`src/rtl/reaction_game_ctrl.sv`:
```
// Reaction-time game sequencer: arms on a press, waits a randomized number of ticks,
// counts elapsed tenths in BCD until the player presses, then holds the result.
module reaction_game_ctrl #(
    parameter int MIN_DELAY    = 10,
    parameter int RAND_BITS    = 4,
    parameter int FINISH_TICKS = 50
) (
    input  logic       clk,
    input  logic       rst_n,
    input  logic       tick,
    input  logic       btn,
    input  logic [7:0] rand_in,
    output logic [3:0] tens,
    output logic [3:0] ones,
    output logic [1:0] state,
    output logic       go,
    output logic       early,
    output logic       timeout
);

    typedef enum logic [1:0] {
        START  = 2'd0,
        READY  = 2'd1,
        PLAY   = 2'd2,
        FINISH = 2'd3
    } state_t;

    localparam logic [3:0] BLANK = 4'hF;

    state_t     cur_state, nxt_state;
    logic [7:0] delay, delay_nxt;
    logic [7:0] fin_cnt, fin_nxt;
    logic [7:0] load_delay;
    logic [3:0] tens_nxt, ones_nxt;
    logic       early_nxt, timeout_nxt;
    logic       btn_q;
    logic       press;
    logic       unused_rand;

    assign state       = cur_state;
    assign press       = btn & ~btn_q;
    assign load_delay  = 8'(MIN_DELAY) + 8'(rand_in[RAND_BITS-1:0]);
    assign unused_rand = ^rand_in[7:RAND_BITS];

    // Press always takes priority over a coincident tick in every state.
    always_comb begin
        nxt_state   = cur_state;
        delay_nxt   = delay;
        fin_nxt     = fin_cnt;
        tens_nxt    = tens;
        ones_nxt    = ones;
        early_nxt   = early;
        timeout_nxt = timeout;

        case (cur_state)
            START: begin
                tens_nxt    = BLANK;
                ones_nxt    = BLANK;
                early_nxt   = 1'b0;
                timeout_nxt = 1'b0;
                if (press) begin
                    nxt_state = READY;
                    delay_nxt = load_delay;
                end
            end

            READY: begin
                if (press) begin
                    nxt_state = FINISH;
                    early_nxt = 1'b1;
                    fin_nxt   = 8'd0;
                end else if (tick) begin
                    if (delay == 8'd1) begin
                        nxt_state = PLAY;
                        tens_nxt  = 4'd0;
                        ones_nxt  = 4'd0;
                    end else begin
                        delay_nxt = delay - 8'd1;
                    end
                end
            end

            PLAY: begin
                if (press) begin
                    nxt_state = FINISH;
                    fin_nxt   = 8'd0;
                end else if (tick) begin
                    if (tens == 4'd9 && ones == 4'd9) begin
                        nxt_state   = FINISH;
                        timeout_nxt = 1'b1;
                        fin_nxt     = 8'd0;
                    end else if (ones == 4'd9) begin
                        ones_nxt = 4'd0;
                        tens_nxt = tens + 4'd1;
                    end else begin
                        ones_nxt = ones + 4'd1;
                    end
                end
            end

            FINISH: begin
                if (press || (tick && (fin_cnt + 8'd1 == 8'(FINISH_TICKS)))) begin
                    nxt_state   = START;
                    tens_nxt    = BLANK;
                    ones_nxt    = BLANK;
                    early_nxt   = 1'b0;
                    timeout_nxt = 1'b0;
                end else if (tick) begin
                    fin_nxt = fin_cnt + 8'd1;
                end
            end

            default: nxt_state = START;
        endcase
    end

    always_ff @(posedge clk) begin
        if (!rst_n) begin
            cur_state <= START;
            delay     <= 8'd0;
            fin_cnt   <= 8'd0;
            tens      <= BLANK;
            ones      <= BLANK;
            early     <= 1'b0;
            timeout   <= 1'b0;
            go        <= 1'b0;
            btn_q     <= 1'b1;
        end else begin
            cur_state <= nxt_state;
            delay     <= delay_nxt;
            fin_cnt   <= fin_nxt;
            tens      <= tens_nxt;
            ones      <= ones_nxt;
            early     <= early_nxt;
            timeout   <= timeout_nxt;
            go        <= (nxt_state == PLAY);
            btn_q     <= btn;
        end
    end

endmodule

```
`config.mk`:
```
export PLATFORM = sky130hd
export DESIGN_NAME = reaction_game_ctrl
export DESIGN_NICKNAME = d
export VERILOG_FILES = /design/src/rtl/reaction_game_ctrl.sv
export SDC_FILE = /design/constraint.sdc
export NUM_CORES = 1
export LEC_CHECK = 0
export CORE_ASPECT_RATIO = 1.2
export CORE_MARGIN = 3
export CORE_UTILIZATION = 30
export DETAILED_ROUTE_END_ITERATION = 8
export MAX_ROUTING_LAYER = met4
export PLACE_DENSITY_LB_ADDON = 0.2
export SYNTH_ARGS = -nofsm -noshare
export SYNTH_HDL_FRONTEND = slang
export SYNTH_SLANG_ARGS = --single-unit
export TNS_END_PERCENT = 50
```
`constraint.sdc`:
```
create_clock -name clk -period 2.3 [get_ports clk]
set_input_delay 0.345 -clock clk [delete_from_list [all_inputs] [get_ports clk]]
set_output_delay 0.345 -clock clk [all_outputs]
set_load 0.05 [all_outputs]
```
Word-level counts from Yosys, hierarchy flattened
Index checks and enable logic that the tools add are counted.

word-level totals
  bits in registers = 30
  output and inout port bits = 13

operators by class
  $add $sub $neg = 5
  equality and inequality tests = 24
  mux-type cells = 42
  bitwise operators = 2
  reduce and logical (&&, ||, !) cells = 14

operator list
  kind                   number
  $mux W8                10
  $mux W4                12
  $pmux W4 S4            2
  $ne A2 B2 Y1 const B   14
  $pmux W8 S3            1
  $mux W2                8
  $pmux W8 S2            1
  $reduce_and A5 Y1      2
  $reduce_bool A3 Y1     3
  $add A4 B1 Y4 const B  2
  $add A8 B1 Y8 const B  1
  $eq A4 B4 Y1 const B   2
  $eq A8 B1 Y1 const B   1
  $eq A8 B6 Y1 const B   1
  $pmux W2 S4            1
  $reduce_and A8 Y1      1
  $sub A8 B1 Y8 const B  1
  $reduce_and A7 Y1      1
  $eq A2 B2 Y1 const B   3
  $ne A3 B3 Y1 const B   2
  $pmux W1 S3            2
  $reduce_and A6 Y1      1
  $add A4 B4 Y5 const A  1
  $mux W1                5
  8 further kinds        9

Depth between registers and ports, before layout
Gate-level depths: netlist (run 1).

  depth after elaboration = 7
  mapped depth = 10
  mapped depth without buffers = 8

Least setup slack after synthesis (run 1)
OpenSTA, ideal clock, no wires.

  path kind = register to register
  from = reg cur_state[1] (netlist: state[1])
  to = reg tens[2]
  data arrival time = 2321 ps
  data required time = 2164 ps
  path slack = -157 ps
  cell stages (with the launch flop) = 10
  buffers on the path = 1
  clock period less this slack = 2457 ps
  cell sequence = dfxtp_1 > inv_1 > ha_1 > clkbuf_1 > inv_1 > a41oi_1 > a21o_1 > a2111oi_2 > a21boi_0 > o21ai_0

between the ends
  longest elaborated chain between the ends = 3
  elaborated cells on any way between the ends = 14
  classes of those cells = 11 x eq/ne; 1 x mux; 2 x reduce/logical

RTL lines
  what                                          line  RTL
  from (decl)                                   30    state_t cur_state, nxt_state;
  from (signal assigned)                        129   cur_state <= nxt_state;
  $eq A2 B2 Y1 or $eq A2 B1 Y1 (tied branches)  55    case (cur_state)
  $ne A2 B2 Y1 (no line)                        n/a
  $reduce_and A8 Y1 (no line)                   n/a
  to (signal assigned)                          132   tens <= tens_nxt;
  to (decl)                                     13    output logic [3:0] tens,

Several ways; a longest one is shown, not always the timed one.
A chain may end at the register's enable or synchronous reset.

Worst setup path after layout (run 1)
  from = reg fin_cnt[0]
  to = reg timeout

between the ends
  longest elaborated chain between the ends = 6

RTL lines
  what                         line  RTL
  from (decl)                  32    logic [7:0] fin_cnt, fin_nxt;
  from (signal assigned)       131   fin_cnt <= fin_nxt;
  $add A8 B1 Y8                102   if (press || (tick && (fin_cnt + 8'd1 == 8'(FINISH_TICKS)))) begin
  $eq A8 B6 Y1                 102
  $logic_and A1 B1 Y1          102
  $logic_or A1 B1 Y1           102
  $ne A2 B2 Y1 (no line)       n/a
  $reduce_and A5 Y1 (no line)  n/a
  to (signal assigned)         135   timeout <= timeout_nxt;
  to (decl)                    18    output logic timeout

No other way between the ends.

==> reports/summary.txt, run 1 <==
Worst slew pin tran - 0.4994 ns
Period utilization - 0.9269
Largest net degree at the start of global routing - 22
Routed vias - 1904
Final Critical Period - 2.132 ns
Reg area - 601.8 um^2
Global-route wire length before repair - 8135 um
Longest Clk Path Bufs - 2
Tightest Hold Check Type - reg -> reg
Number of synthesized flops with an enable pin - 0
# diodes - 0
Port bufs - 20
Pwr dens - 491.8 mW/mm^2
Area Growth Syn to Fin - 31.98%
Top cell type's share of synthesized area - 0.3046
Crit-path max FO - 5
Grt ovf - 0
Cell Area, Synth - 0.001972 mm^2
Clk root buf - clkbuf_8
Row count - 31
1st-pass router iterations - 4
Crit path required time - 2.48 ns
Clk_lat worst skew - 0.28 ns
Die span in x - 80.01 um
CP Launch Type - flop
Hold_ws - 0.5028 ns
Clock slew seen by the registers of the worst setup and hold paths - 0.07 ns
Total Wirelength - 4779 um
Pins over their slew limit - 0
Final GP Congestion - 0.7895
Share of cells above drive strength 1 - 0.2118
Reg2Reg Launch Point - fin_cnt[0]$_SDFFE_PN0P_
Setup ws final - 0.1682 ns
Num CTS Buffers - 5
Initial Utilization - 0.3177
Pwr Total - 1.280 mW
Die area - 0.007586 mm^2
Async SR Flop Fraction - 0
Post-Place Setup Slack - -0.1583 ns
Cts repair resizes - 0
DRC - 0
Die Y - 94.81 um
WL per Instance - 12.92 um
WS Path Type - reg -> reg
Top FF cell, synth - dfxtp_1
Detail Route Antenna Nets - 0
Hold_buf cts - 0
Nets@finish - 310
Fill cells - 642
DPL Wire Length - 3580 um
Mean post-synth cell area - 8.082 um^2
YS warnings - 0
Skew final - 0.005000 ns
Peak VDD IR - 0.1965 mV
Leak pwr - 1.055 nW
Final setup fails - 0
# Post-CTS Setup Buffers - 0
Outcome - complete, no violations
All-Layer GR Usage - 0.1390
Final hold viol count - 0
Max Fclk - 469.1 MHz
Yosys top cell by area - dfxtp_1
Vias in the first global route - 1770
Post-synthesis cell type count - 59
CP Launch Point - fin_cnt[0]$_SDFFE_PN0P_
CTS tree - yes
Max Cap Viol - 0
Clk sinks - 30
Area of the core - 0.006206 mm^2
I/O pin cnt - 25
Post-synthesis net count - 267
Ranking of synthesized cells by area - dfxtp_1, ha_1, nand2_1, nor2_1, o211ai_1
Initial antenna violation count - 0
Origin of the worst min-delay path - early$_SDFFE_PN0P_
Area of the multi-input gates - 0.001301 mm^2
Reg2Reg Setup Slack - 0.17 ns
Cells after Synth - 244
Initial DRC count - 82
Synth Register Bits - 30
Arrival @ worst endpoint - 2.31 ns
H-tree depth - 2
Post-synthesis sequential area ratio - 0.3046
Worst Setup End Kind - flop
Worst slew margin - 0.6660
Vias per cell - 5.146
layout make-up:
class / count / area share
timing repair buffer: 50 / 0.1683
inverter: 13 / 0.01875
multi-input combinational: 187 / 0.5000
tap: 82 / 0.03942
clock buffer: 8 / 0.04231
sequential: 30 / 0.2312
metal layers:
layer / routed length (um) / vias up / track usage
met5: 0 / - / -
met4: 57 / 0 / 0.03803
met3: 135 / 6 / 0.03149
met2: 2354 / 24 / 0.2355
met1: 2232 / 885 / 0.1649
li1: - / 989 / -
cell families (layout without fill, tap and decap cells):
logic type	count (synthesis)	in the layout	share of synthesized area
AND/OR/NAND/NOR	92	92	0.2570
adder cells (fa/ha/maj)	11	11	0.06980
AO/OA/AOI/OAI	74	74	0.2665
multiplexers	4	4	0.02031
flip-flops	30	30	0.3046
buffers and inverters	27	71	0.05521
XOR/XNOR	6	6	0.02665
Yosys cell counts, drive strengths merged, types with 2 or more instances:
library cell and n:
buf 4, or4b 2, and4 2, o31ai 5
a211oi 3, a21oi 14, and2 3, xnor2 4
nand3 13, nand2b 5, ha 11, clkbuf 10
o211ai 9, o221a 2, mux2i 4, nand4 3
nor4 2, inv 13, nor2 19, nor2b 3
a21o 2, a31oi 4, dfxtp 30, nor3 5
and3 3, nand2 22, or3 4, a41oi 4
o21ai 16, xor2 2
sequential cells by signal (all words and copies together), names as in the netlist:
| register | cells |
|---|---|
| early | 1 |
| btn_q | 1 |
| timeout | 1 |
| go | 1 |
| fin_cnt | 8 |
| delay | 8 |
| state | 2 |
| tens | 4 |
| ones | 4 |
final timing paths:
path,end,depth (start not counted)
worst min register to register,early$_SDFFE_PN0P_,2
worst max-delay path,timeout$_SDFFE_PN0P_,9
worst min-delay path,early$_SDFFE_PN0P_,2
worst max register to register,timeout$_SDFFE_PN0P_,9
stage by stage:
stage               std cells  cell area, um^2  setup TNS [ns]  utilization
global placement          362             2454          -1.251       0.3954
global route              370             2603        -0.01146       0.4194
detailed placement        362             2454          -1.508       0.3954
floorplan                 244             1973         -0.2131            -
CTS                       370             2564               0       0.4131
finish                    370             2603               0       0.4194
critical path: stages, from the launching register on:
cell and delay (ns):
dfxtp_1 0.31, ha_1 0.20, and3_2 0.25, a311oi_2 0.32
a211oi_2 0.07, buf_4 0.16, buf_4 0.14, nor3_1 0.28
mux2i_1 0.23, nor2_1 0.05
report_power, final:
part	internal (mW)	switching [mW]
clock	0.302	0.199
sequential	0.536	0.0179
combinational	0.103	0.122
placed cells by master (no fill, tap or decap), drive strengths merged, types with 5 or more instances in the layout:
cell type	synthesis	final
dfxtp	30	30
buf	4	30
nand2	22	22
clkdlybuf4s50	0	20
nor2	19	19
o21ai	16	16
a21oi	14	14
inv	13	13
nand3	13	13
ha	11	11
o211ai	9	9
clkbuf	10	8
o31ai	5	5
nor3	5	5
nand2b	5	5
Power figures use the tool's default switching activity.
==> run 2, diff against run 1 <==
- CTS_CLUSTER_SIZE: unset -> 12
==> results of run 2 <==
Final layout, timing and power as in run 1 (identical DEF).
==> run 3, diff against run 2 <==
- CORE_ASPECT_RATIO: 1.2 -> unset
- CORE_UTILIZATION: 30 -> 45
==> reports/summary.txt, run 3 (synthesis gave the netlist of run 1 again) <==
Clock share of power - 0.392 (was 0.391)
Share of cells above drive strength 1 - 0.1979 (was 0.2118)
Initial antenna violation count - 0 (unchanged)
Share of power burned in registers - 0.431 (was 0.433)
Vias per cell - 5.713 (was 5.146)
Initial Utilization - 0.4792 (was 0.3177)
Pins over their slew limit - 0 (unchanged)
WL per Instance - 13.74 um (was 12.92 um)
Reg2Reg Launch Point - fin_cnt[0]$_SDFFE_PN0P_ (unchanged)
Final Critical Period - 2.127 ns (was 2.132 ns)
Final setup fails - 0 (unchanged)
Comb power frac - 0.177 (was 0.176)
Detail Route Antenna Nets - 0 (unchanged)
Final GP Congestion - 0.9114 (was 0.7895)
CTS tree - yes (unchanged)
Worst slew pin tran - 0.5159 ns (was 0.4994 ns)
Top flop regs - delay (8), fin_cnt (8) (unchanged)
Reg-to-Reg End - fin_cnt[4]$_SDFFE_PN0P_ (was timeout$_SDFFE_PN0P_)
Largest net degree at the start of global routing - 22 (unchanged)
Total Wirelength - 4643 um (was 4779 um)
Pwr dens - 502.1 mW/mm^2 (was 491.8 mW/mm^2)
Switching share of power - 0.2688 (was 0.2651)
Hold Path Depth - 2 (unchanged)
# diodes - 0 (unchanged)
Area of the core - 0.004115 mm^2 (was 0.006206 mm^2)
Vias in the first global route - 1703 (was 1770)
Global-route wire length before repair - 7783 um (was 8135 um)
Peak VDD IR - 0.2832 mV (was 0.1965 mV)
CP Launch Type - flop (unchanged)
Endpoint, Worst Hold - early$_SDFFE_PN0P_ (unchanged)
All-Layer GR Usage - 0.1911 (was 0.1390)
Max Cap Viol - 0 (unchanged)
Num CTS Buffers - 5 (unchanged)
DRC - 0 (unchanged)
R2R depth - 7 (was 9)
Clk sinks - 30 (unchanged)
I/O pin cnt - 25 (unchanged)
Area after DPL - 0.002406 mm^2 (was 0.002454 mm^2)
Period utilization - 0.9250 (was 0.9269)
Clock slew seen by the registers of the worst setup and hold paths - 0.06 ns (was 0.07 ns)
Worst slew margin - 0.6550 (was 0.6660)
Row count - 23 (was 31)
Reg2Reg Setup Slack - 0.17 ns (about the same)
Power Internal - 941.3 uW (was 940.7 uW)
Tightest Hold Check Type - reg -> reg (unchanged)
Net Switching - 346.1 uW (was 339.3 uW)
DPL Wire Length - 3330 um (was 3580 um)
Clk root buf - clkbuf_8 (unchanged)
Die Y - 72.20 um (was 94.81 um)
Final hold viol count - 0 (unchanged)
Clk_lat worst skew - 0.29 ns (was 0.28 ns)
H-tree depth - 2 (unchanged)
Die area - 0.005212 mm^2 (was 0.007586 mm^2)
Outcome - complete, no violations (unchanged)
Arrival @ worst endpoint - 2.33 ns (was 2.31 ns)
Port bufs - 20 (unchanged)
WS Path Type - reg -> reg (unchanged)
Final Core Density - 0.6230 (was 0.4194)
Most frequent cells in the layout - dfxtp_1, buf_4, nand2_1 (unchanged)
1st-pass router iterations - 4 (unchanged)
Hold_ws - 0.4676 ns (was 0.5028 ns)
Grt ovf - 0 (unchanged)
Origin of the worst min-delay path - early$_SDFFE_PN0P_ (unchanged)
Leak pwr - 1.049 nW (was 1.055 nW)
Final instance area - 0.002564 mm^2 (was 0.002603 mm^2)
Initial DRC count - 114 (was 82)
Nets@finish - 310 (unchanged)
Skew final - 0.003667 ns (was 0.005000 ns)
Crit-path max FO - 7 (was 5)
Finished Layout Cells - 338 (was 370)
Routed vias - 1931 (was 1904)
Dpl cells - 329 (was 362)
Worst Setup End Kind - flop (unchanged)
Die span in x - 72.20 um (was 80.01 um)
Area Growth Syn to Fin - 30.01% (was 31.98%)
Pwr Total - 1.287 mW (was 1.280 mW)
Max Fclk - 470.0 MHz (was 469.1 MHz)
Hold_buf cts - 0 (unchanged)
Crit path required time - 2.50 ns (was 2.48 ns)
Longest Clk Path Bufs - 2 (unchanged)
-- run 3: per-stage QoR --
step | setup slack [ns] | TNS [ns]
finish | 0.1726 | 0
global route | -0.01198 | -0.01198
CTS | 0.08028 | 0
detailed placement | -0.06538 | -0.2926
global placement | -0.03020 | -0.1530
floorplan | -0.09041 | -0.2131
-- run 3: what timing repair did --
action	CTS	global route
gates resized for setup	0	6
buffers inserted	0	1
setup endpoints to repair	0	6
endpoints found under the hold margin	0	0
-- run 3: layer usage --
layer | up-vias | track usage | part of all wire
li1 | 991 | - | -
met1 | 898 | 0.2666 | 0.52
met2 | 36 | 0.2649 | 0.43
met3 | 6 | 0.04571 | 0.032
met4 | 0 | 0.07307 | 0.016
met5 | - | - | 0
-- run 3: how the worst max path moves through the flow --
stage / startpoint / end / slack [ns] / depth (start not counted)
6_report: fin_cnt[0]$_SDFFE_PN0P_ / fin_cnt[4]$_SDFFE_PN0P_ / 0.17 / 7
5_1_grt: fin_cnt[0]$_SDFFE_PN0P_ / tens[2]$_SDFFE_PN1P_ / -0.01 / 9
4_1_cts: delay[1]$_SDFFE_PN0P_ / tens[2]$_SDFFE_PN1P_ / 0.08 / 9
3_5_place_dp: tick / fin_cnt[6]$_SDFFE_PN0P_ / -0.07 / 6
3_3_place_gp: btn / fin_cnt[5]$_SDFFE_PN0P_ / -0.03 / 6
2_1_floorplan: state[0]$_SDFF_PN0_ / delay[4]$_SDFFE_PN0P_ / -0.09 / 8
-- run 3: final cells by class --
type | count | area, um^2
clock buffer | 8 | 110.1
sequential | 30 | 601.8
timing repair buffer | 50 | 437.9
fill | 367 | 1551
inverter | 13 | 48.80
tap | 50 | 62.56
multi-input combinational | 187 | 1303
-- run 3: critical path: stages, from the launching register on --
cell and delay (ns):
dfxtp_1 0.31, ha_1 0.21, and3_2 0.26, and4_1 0.24, a21o_1 0.20, nand3_2 0.08, or4b_4 0.53, o31ai_1 0.21
-- run 3: power by group through the flow --
stage	sequential (mW)	combinational (mW)	clock [mW]
after global routing	0.557	0.250	0.533
after CTS	0.553	0.222	0.520
after floorplan	0.589	0.110	0
final	0.554	0.228	0.505
after global placement	0.564	0.219	0
after detailed placement	0.565	0.221	0
==> patch (config.mk and constraints of run 1) <==
Add an input register stage for `btn`; this delays it by one clock. The other inputs are not delayed to match.
--- a/src/rtl/reaction_game_ctrl.sv
+++ b/src/rtl/reaction_game_ctrl.sv
@@ -28,4 +28,10 @@
     localparam logic [3:0] BLANK = 4'hF;
 
+    logic btn_r;
+
+    always_ff @(posedge clk) begin
+        btn_r <= btn;
+    end
+
     state_t     cur_state, nxt_state;
     logic [7:0] delay, delay_nxt;
@@ -39,5 +45,5 @@
 
     assign state       = cur_state;
-    assign press       = btn & ~btn_q;
+    assign press       = btn_r & ~btn_q;
     assign load_delay  = 8'(MIN_DELAY) + 8'(rand_in[RAND_BITS-1:0]);
     assign unused_rand = ^rand_in[7:RAND_BITS];
@@ -135,5 +141,5 @@
             timeout   <= timeout_nxt;
             go        <= (nxt_state == PLAY);
-            btn_q     <= btn;
+            btn_q     <= btn_r;
         end
     end
Function: changed (a bounded check fails within 4 cycles, from zero or initial values and one cycle with rst_n low).
==> patch against run 1 <==
Largest cell class unchanged. Area after synthesis is 6.9% higher. Non-clock buffer count fell by 21. Routed wire length is 4.7% higher. Highest routed layer unchanged. Sequential cell count is 1 higher. Design area fell by 5.3%. Fmax increased by 2.2%. Worst setup slack gained 46 ps. Total power increased by 0.91%.
==> patch: results (changes against run 1) <==
- Final Cycle Share: 90.7% (-2.0 points)
- Number of distinct library cells after synthesis: 72 (+22%)
- Gpl congestion: 0.802 (+1.6%)
- Outcome: complete, no violations
- VDD IR max: 0.200 mV (+1.8%)
- Post-CTS Setup Bufs: 0 (unchanged)
- Met3 GRT Util: 3.32% (+0.17 points)
- Clk Latency, worst-skew pair: 290 ps
- Avg Cell Area, Syn: 8.97 um2 (+11%)
- Post-synthesis mux area share: 1.43% (-0.61 points)
- Post-synth top cells: 31 x dfxtp_1, 18 x nor2_1, 17 x a21oi_1
- Synth Area in Compound Gates: 30.1% (+3.5 points)
- HP Class: reg -> reg
- Net Count, Synth: 254 (-4.9%)
- Non-Filler Instances: 344 (-7.0%)
- Slew HR: 66.6% (about the same)
- Worst Path Arrival: 1740 ps (-570 ps)
- P_comb: 226 uW
- Tot GR Track Use: 14.0% (+0.14 points)
- Slowest Stage Delay on Critical Path: 880 ps (+560 ps)
- First-pass GRT wire length: 8780 um (+7.9%)
- Flop-to-flop setup slack: 320 ps (+150 ps)
- Place WS: 217 ps (+376 ps)
- # diodes: 0 (unchanged)
- Synth Area in Adders: 4.16% (-2.8 points)
- Max stage delay cell, worst path: clkdlybuf4s50_1
- Sequential-to-total area share from yosys stat: 29.5% (-1.0 points)
- Clock power frac: 37.3% (-1.8 points)
- Placed inst area: 2360 um2 (-3.6%)
- Tot Pwr: 1290 uW (+0.91%)
- Hold WS: 473 ps (-29.8 ps)
- # nets final: 277 (-11%)
- Die width: 82.5 um (+3.1%)
- DR DRC count: 0 (unchanged)
- Synth area leaders: dfxtp_1 29%, ha_1 4.2%, a21oi_1 4.0%
- Most used DFF post-synth: dfxtp_1
- Iteration-0 DRC Markers: 90 (+9.8%)
- Htree depth: 2 (unchanged)
- Pin count of the biggest net entering global routing: 17 (-23%)
- Biggest regs: delay (8), fin_cnt (8)
- Total CTS buffers: 5 (unchanged)
- XOR/XNOR Fraction of Synth Area: 3.38% (+0.72 points)
- Top delay family on crit path: buffers and inverters
- I/O Buffers: 20 (unchanged)
- Via count: 1785 (-6.3%)
- Sw Share: 28.5% (+2.0 points)
- Share of layout cells above drive strength 1: 17.0% (-4.2 points)
- Total leakage power: 0.000962 uW (-8.7%)
- Setup Skew: 5.21 ps (+0.213 ps)
- CP Max Fanout: 13 (+8)
- M1 GR Usage: 18.4% (+1.9 points)
- M2 GR Usage: 21.0% (-2.5 points)
- HPWL Detailed: 3740 um (+4.3%)
- DR WL/cell: 14.5 um (+13%)
## patch: cell count changes in the layout (fill, tap and decap cells not counted), moves of 5 or more
cell	before	now
nor3b_1	0	5
nor3_1	4	9
nand3_1	12	5
nand2_1	22	14
buf_4	29	9
a211o_1	0	6
o211ai_1	9	3
## patch: area by class of cell
cell class                 count  area [um2]
multi-input combinational    181        1330
clock buffer                   8         100
fill                         687        4140
tap                           85         106
timing repair buffer          29         268
inverter                      10        37.5
sequential                    31         621
## patch: per-layer routing
metal | wire length, um | vias to the layer above | share of wire [%]
met4 | 68 | 0 | 1.4
met3 | 149 | 7 | 3.0
met1 | 2300 | 826 | 46
li1 | - | 931 | -
met2 | 2480 | 21 | 50
met5 | 0 | - | 0
## patch: worst paths after layout
kind / from / endpoint / cells after the start
worst max-delay path: state[1] / state[1] / 1
worst min-delay path: timeout / timeout / 2
worst max register to register: fin_cnt[0] / fin_cnt[4] / 6
worst min register to register: timeout / timeout / 2
